$ cat src/rtl/simd_operand_fetch.sv
// Operand-fetch stage ahead of the simd lane array: walks a run of lines from a local
// line memory and issues {lane, opcode, A, B} beats over a valid/ready handshake.
module simd_operand_fetch #(
    parameter int DATA_W = 16,
    parameter int ADDR_W = 4,
    parameter int DEPTH  = 16
) (
    input  logic                  clk,
    input  logic                  rst_n,
    input  logic                  wr_en,
    input  logic [ADDR_W-1:0]     wr_addr,
    input  logic [2*DATA_W-1:0]   wr_data,
    input  logic                  start,
    input  logic [1:0]            opcode_in,
    input  logic [ADDR_W-1:0]     first_lane,
    input  logic [ADDR_W:0]       lane_count,
    output logic                  out_valid,
    input  logic                  out_ready,
    output logic [ADDR_W-1:0]     out_lane,
    output logic [1:0]            out_opcode,
    output logic [DATA_W-1:0]     out_a,
    output logic [DATA_W-1:0]     out_b,
    output logic                  out_last,
    output logic                  busy,
    output logic                  done,
    output logic                  err
);

    typedef enum logic [1:0] {
        S_IDLE  = 2'd0,
        S_READ  = 2'd1,
        S_ISSUE = 2'd2,
        S_DONE  = 2'd3
    } state_t;

    localparam logic [1:0]        OP_RSVD  = 2'b11;
    localparam logic [ADDR_W-1:0] LANE_ONE = {{(ADDR_W-1){1'b0}}, 1'b1};
    localparam logic [ADDR_W:0]   CNT_ONE  = {{ADDR_W{1'b0}}, 1'b1};

    state_t                 state_reg, state_next;
    logic [2*DATA_W-1:0]    mem [DEPTH];
    logic [2*DATA_W-1:0]    rd_data_reg;
    logic [ADDR_W-1:0]      lane_reg;
    logic [ADDR_W:0]        remaining_reg;
    logic [1:0]             opcode_reg;
    logic                   err_reg;
    logic                   accept;
    logic                   handshake;

    assign accept    = (state_reg == S_IDLE) && start && (opcode_in != OP_RSVD);
    assign handshake = (state_reg == S_ISSUE) && out_ready;

    // Line memory is deliberately left out of reset so its contents survive an abort.
    always_ff @(posedge clk) begin
        if (wr_en) begin
            mem[wr_addr] <= wr_data;
        end
    end

    // Registered read happens only in READ, so a same-cycle write yields the old line
    // and later writes cannot disturb a beat that is already being held.
    always_ff @(posedge clk) begin
        if (!rst_n) begin
            rd_data_reg <= '0;
        end else if (state_reg == S_READ) begin
            rd_data_reg <= mem[lane_reg];
        end
    end

    always_ff @(posedge clk) begin
        if (!rst_n) begin
            state_reg <= S_IDLE;
        end else begin
            state_reg <= state_next;
        end
    end

    always_comb begin
        state_next = state_reg;
        case (state_reg)
            S_IDLE: begin
                if (accept) begin
                    state_next = (lane_count == '0) ? S_DONE : S_READ;
                end
            end
            S_READ:  state_next = S_ISSUE;
            S_ISSUE: begin
                if (out_ready) begin
                    state_next = (remaining_reg == CNT_ONE) ? S_DONE : S_READ;
                end
            end
            S_DONE:  state_next = S_IDLE;
            default: state_next = S_IDLE;
        endcase
    end

    always_ff @(posedge clk) begin
        if (!rst_n) begin
            lane_reg      <= '0;
            remaining_reg <= '0;
            opcode_reg    <= '0;
            err_reg       <= 1'b0;
        end else begin
            err_reg <= (state_reg == S_IDLE) && start && (opcode_in == OP_RSVD);
            if (accept) begin
                opcode_reg    <= opcode_in;
                lane_reg      <= first_lane;
                remaining_reg <= lane_count;
            end else if (handshake) begin
                remaining_reg <= remaining_reg - CNT_ONE;
                lane_reg      <= lane_reg + LANE_ONE;
            end
        end
    end

    assign out_valid  = (state_reg == S_ISSUE);
    assign out_last   = (state_reg == S_ISSUE) && (remaining_reg == CNT_ONE);
    assign out_lane   = lane_reg;
    assign out_opcode = opcode_reg;
    assign out_a      = rd_data_reg[2*DATA_W-1:DATA_W];
    assign out_b      = rd_data_reg[DATA_W-1:0];
    assign busy       = (state_reg != S_IDLE);
    assign done       = (state_reg == S_DONE);
    assign err        = err_reg;

endmodule

$ cat config.mk
export PLATFORM = sky130hd
export DESIGN_NAME = simd_operand_fetch
export DESIGN_NICKNAME = d
export VERILOG_FILES = /design/src/rtl/simd_operand_fetch.sv
export SDC_FILE = /design/constraint.sdc
export NUM_CORES = 1
export LEC_CHECK = 0
export BUFFER_PORTS_ARGS = -buffer_cell sky130_fd_sc_hd__buf_2
export CAP_MARGIN = 10
export CORE_ASPECT_RATIO = 0.8
export CORE_MARGIN = 2
export CORE_UTILIZATION = 55
export CTS_BUF_LIST = sky130_fd_sc_hd__clkbuf_2
export DETAILED_ROUTE_END_ITERATION = 7
export HOLD_SLACK_MARGIN = 0.06
export PLACE_DENSITY = 0.73
export SKIP_CTS_REPAIR_TIMING = 1
export SYNTH_ARGS = -nofsm -noshare
export SYNTH_HDL_FRONTEND = slang
export SYNTH_SLANG_ARGS = --single-unit
export TNS_END_PERCENT = 5
$ cat constraint.sdc
create_clock -name clk -period 4.9 [get_ports clk]
set_clock_uncertainty 0.1 [all_clocks]
set_input_delay 0.735 -clock clk [delete_from_list [all_inputs] [get_ports clk]]
set_output_delay 0.735 -clock clk [all_outputs]
set_load 0.02 [all_outputs]
# Word-level counts from Yosys, hierarchy flattened
# Memory sizes are Yosys's and may differ from the RTL's. A register that Yosys moved wholly into a read port is not among the register bits.
# Index checks and enable logic that the tools add are counted.
# totals
reg_bits	14
mem_bits_rw	512
output_inout_bits	43
mem_count	1
# op_classes
add_sub_neg	2
n_eq_ne	8
mux	11
reduce_logical	11
# mem_list
memory	words	word_bits	read_ports	rd_ports_with_merged_regs	wr	line_no	rtl
mem	16	32	1	1	1	41	logic [2*DATA_W-1:0] mem [DEPTH];
# ops
operator	n
$mux W5	2
$mux W2	4
$mux W4	2
$pmux W2 S4	1
$eq A2 B2 Y1 const B	3
$eq A5 B1 Y1 const B	1
$logic_and A1 B1 Y1	5
$logic_not A5 Y1	1
$sub A5 B1 Y5 const B	1
$add A4 B1 Y4 const B	1
$ne A2 B2 Y1 const B	2
$reduce_bool A2 Y1	2
$eq A2 B1 Y1 const B	1
$logic_not A2 Y1	1
$mux W1	2
$ne A2 B1 Y1 const B	1
$reduce_and A2 Y1	1
$logic_not A1 Y1	1

# Longest topological paths before layout
# depth
word_depth	5
depth_mapped	8
ltp_nobuf	5

# Worst setup path before layout
# OpenSTA, ideal clock, no wires.
# synth_path
path_type	input to register
from	input wr_addr[2]
to	memory mem[0][0] (netlist name), enable pin
setup_time_ps	461
arrival_time_ps	3453
t_required_ps	4339
setup_slack_ps	885
path_stages	2
n_path_buf	0
cell_sequence	or3b_2 > nor3_1
# synth_rtl
element	line_no	rtl
start, declared	11	input logic [ADDR_W-1:0] wr_addr,
end, declared	41	
# No word-level cell before the write port.

# Worst setup path in the final report
# layout_path
from	register lane_reg[1], in the netlist out_lane[1]
to	output out_lane[1]
# layout_rtl
element	line_no	rtl
start, declared	43	logic [ADDR_W-1:0] lane_reg;
start signal, assigned	107	lane_reg <= first_lane;
start signal, assigned	111	lane_reg <= lane_reg + LANE_ONE;
end, declared	19	output logic [ADDR_W-1:0] out_lane,
# No word-level cell between the ends.

==> reports/metrics.cfg <==
[outcome]
outcome = finished clean

[global_route]
globalRouteOverflowTotal = 0
grt_pass1_wl_mm = 68.44
antenna_found_initial = 3
grt_pass1_vias = 11350
grt_max_degree = 56
grt_usage_pct = 22.85

[setup_path]
setup.worst_path.start_class = flop
path_buf_inv = 2
slowest_delay_ns = 0.68
reg2reg_to = rd_data_reg[23]
path_max_fanout = 33
critPathTopFamily = buffers and inverters
rrSetupSlack_ns = 2.10
critPathArrivalTime_ns = 2.57
path_class = flop to output port
worst_path_max_delay_cell = dfxtp_2
cp.required_ns = 4.07
r2r_cells = 5
r2r-start = out_lane[0]
cp-end-kind = output port
crit_chain = buf_4, buf_2

[routing]
drtIter0Drc = 982
wl_per_cell_um = 24.29
viasPerCell = 5.914
first_pass_iters = 6
final_antenna_net_count = 0
wirelength_mm = 45.83
vias = 11160
drc = 0

[placed_design]
port_buffers = 94
place_congestion = 0.7736
dp_hpwl_mm = 24.64
postPlaceCellArea_sq_um = 22640

[hold_path]
hp-start = wr_addr[3]
whs_endpoint = mem[0][8]
hold_class = input port to flop
hold_path_depth = 3

[synthesis]
synth_edf_count = 512
syn-instance-count = 1036
syn_nets = 1091
synth-main-ff-cell = edfxtp_1
syn_area_per_cell_sq_um = 20.75
yosysUniqueCellTypes = 45
ys_seq_area_share_pct = 75.81
async_flop_share_pct = 0
synth_seq_cells = 558
yosysWarnings = 0
synth.cell_area_sq_um = 21500

[job]
maxCapViolations = 0

[die]
die_height_um = 180.8
start_util_pct = 56.04
dieWidth_um = 225.0
ios = 95
rows = 64
die-area_sq_um = 40690
core_region_area_sq_um = 38360

[sta]
rsz0062_at_grt = false
worst_pin_slew_ns = 1.211
relSlewSlack_pct = 19.29
slew_viol_final = 0
timing.hold.ws_ns = 0.2191
fin_crit_sh_pct = 69.43
hold_viol = 0
finalCriticalPeriod_ns = 3.402
timing.fmax_mhz = 293.9
fin_setup_tns_ns = 0
report.final.setup_viol = 0

[cells_and_area]
layout-drive-gt1-share_pct = 31.73
syn_to_final_growth_pct = 13.93
finalInstanceArea_sq_um = 24490
final_util_pct = 63.85
multi_input_area_sq_um = 4952
nets = 1347
fillers = 2673
regArea_sq_um = 16300
largest_reg_flops = 512

[cts]
cts_tree = built
clkTransAtPathRegs_ns = 0.10
cts_buffers = 131
cts-root-buf = clkbuf_2
clk_latency_ns = 1.07
clock_sink_count = 558
htreeDepth = 4
max-clock-path-buffers = 3

[power]
power.density_nw_per_um2 = 375.0
p_leak_nw = 8.448
irDropWorstVdd_mv = 0.3266
power_mw = 9.184

[power breakdown]
part	total, mW	leakage [nW]	switching (mW)	internal, mW
Sequential	5.39	5.00	0.0862	5.30
Clock	3.12	0.941	1.76	1.36
Combinational	0.673	2.50	0.355	0.318
[how the worst max path moves through the flow]
stage | slack (ns) | endpoint | cells after the start | from
floorplan | 0.89 | mem[0][0] | 2 | wr_addr[2]
global placement | 1.98 | mem[2][27] | 4 | wr_addr[2]
detailed placement | 1.95 | mem[11][20] | 4 | wr_addr[2]
global route | 1.32 | out_lane[1] | 2 | out_lane[1]
CTS | 1.41 | out_lane[1] | 2 | out_lane[1]
finish | 1.50 | out_lane[1] | 2 | out_lane[1]
[per-layer routing]
metal / vias to the layer above / wire length [um] / part of all wire, % / GRT usage (%)
li1: 4926 / - / - / -
met1: 5681 / 19670 / 43 / 32.02
met2: 483 / 22080 / 48 / 35.37
met3: 67 / 3218 / 7.0 / 5.806
met4: 2 / 847 / 1.8 / 7.921
met5: - / 13 / 0.028 / 0
[synth_stat cells (4+ instances only)]
library cell / count / area, sq um
a221oi_1: 34 / 297.8
buf_4: 4 / 30.03
mux2i_1: 64 / 640.6
a22oi_1: 18 / 135.1
nand3_1: 8 / 40.04
a22oi_2: 15 / 187.7
o21ai_0: 35 / 175.2
buf_2: 29 / 145.1
mux4_2: 40 / 900.9
nor2b_1: 4 / 25.02
a21boi_0: 5 / 37.54
edfxtp_1: 512 / 15370
nand2_1: 38 / 142.6
mux2_2: 32 / 360.4
nor3_1: 7 / 35.03
buf_6: 8 / 90.09
nor2_1: 22 / 82.58
inv_1: 5 / 18.77
mux4_1: 56 / 1471
clkbuf_1: 14 / 52.55
dfxtp_1: 46 / 920.9
[through the flow]
stage,std cells,setup slack [ns]
floorplan,1036,0.8854
global placement,1596,1.979
detailed placement,1596,1.949
CTS,1827,1.409
global route,1887,1.321
finish,1887,1.498
[cells by family after synthesis]
family	count (synthesis)	synth area share, %
multiplexers	192	15.69
AND/OR/NAND/NOR	94	2.043
adder cells (fa/ha/maj)	3	0.1746
buffers and inverters	65	1.746
AO/OA/AOI/OAI	124	4.534
flip-flops	558	75.81
[layout make-up]
type	instances	share of cell area (%)
multi-input cells	413	20.22
diodes	2	0.02044
clock buffers	192	3.924
inverters	5	0.07664
clock inverters	39	1.257
flip-flops and latches	558	66.58
well taps	495	2.529
repair buffers	183	5.395
[cells in the final DEF, fill, tap and decap left out, types with 3 or more instances in the layout]
| master | instances |
|---|---|
| mux2_2 | 32 |
| nand3_1 | 8 |
| dlygate4sd3_1 | 58 |
| clkbuf_2 | 192 |
| nor3_2 | 4 |
| buf_12 | 3 |
| clkinv_1 | 29 |
| nand3b_1 | 3 |
| mux2i_1 | 64 |
| a22oi_2 | 15 |
| nor2b_1 | 4 |
| inv_1 | 5 |
| inv_2 | 3 |
| ha_1 | 3 |
| a22oi_1 | 18 |
| mux4_2 | 40 |
| nand2_1 | 38 |
| mux4_1 | 56 |
| edfxtp_1 | 512 |
| nor2_1 | 10 |
| o21ai_1 | 3 |
| dfxtp_1 | 43 |
| nor2_4 | 12 |
| bufinv_16 | 6 |
| nor3_1 | 3 |
| a2bb2oi_1 | 3 |
| a21boi_0 | 5 |
| a221oi_1 | 34 |
| buf_4 | 28 |
| o21ai_0 | 35 |
| buf_2 | 94 |
[worst min-delay path, cell delays in order]
cell and delay, ns:
buf_2 0.10, or3b_2 0.26, nor3_2 0.10
Power figures use the tool's default switching activity.
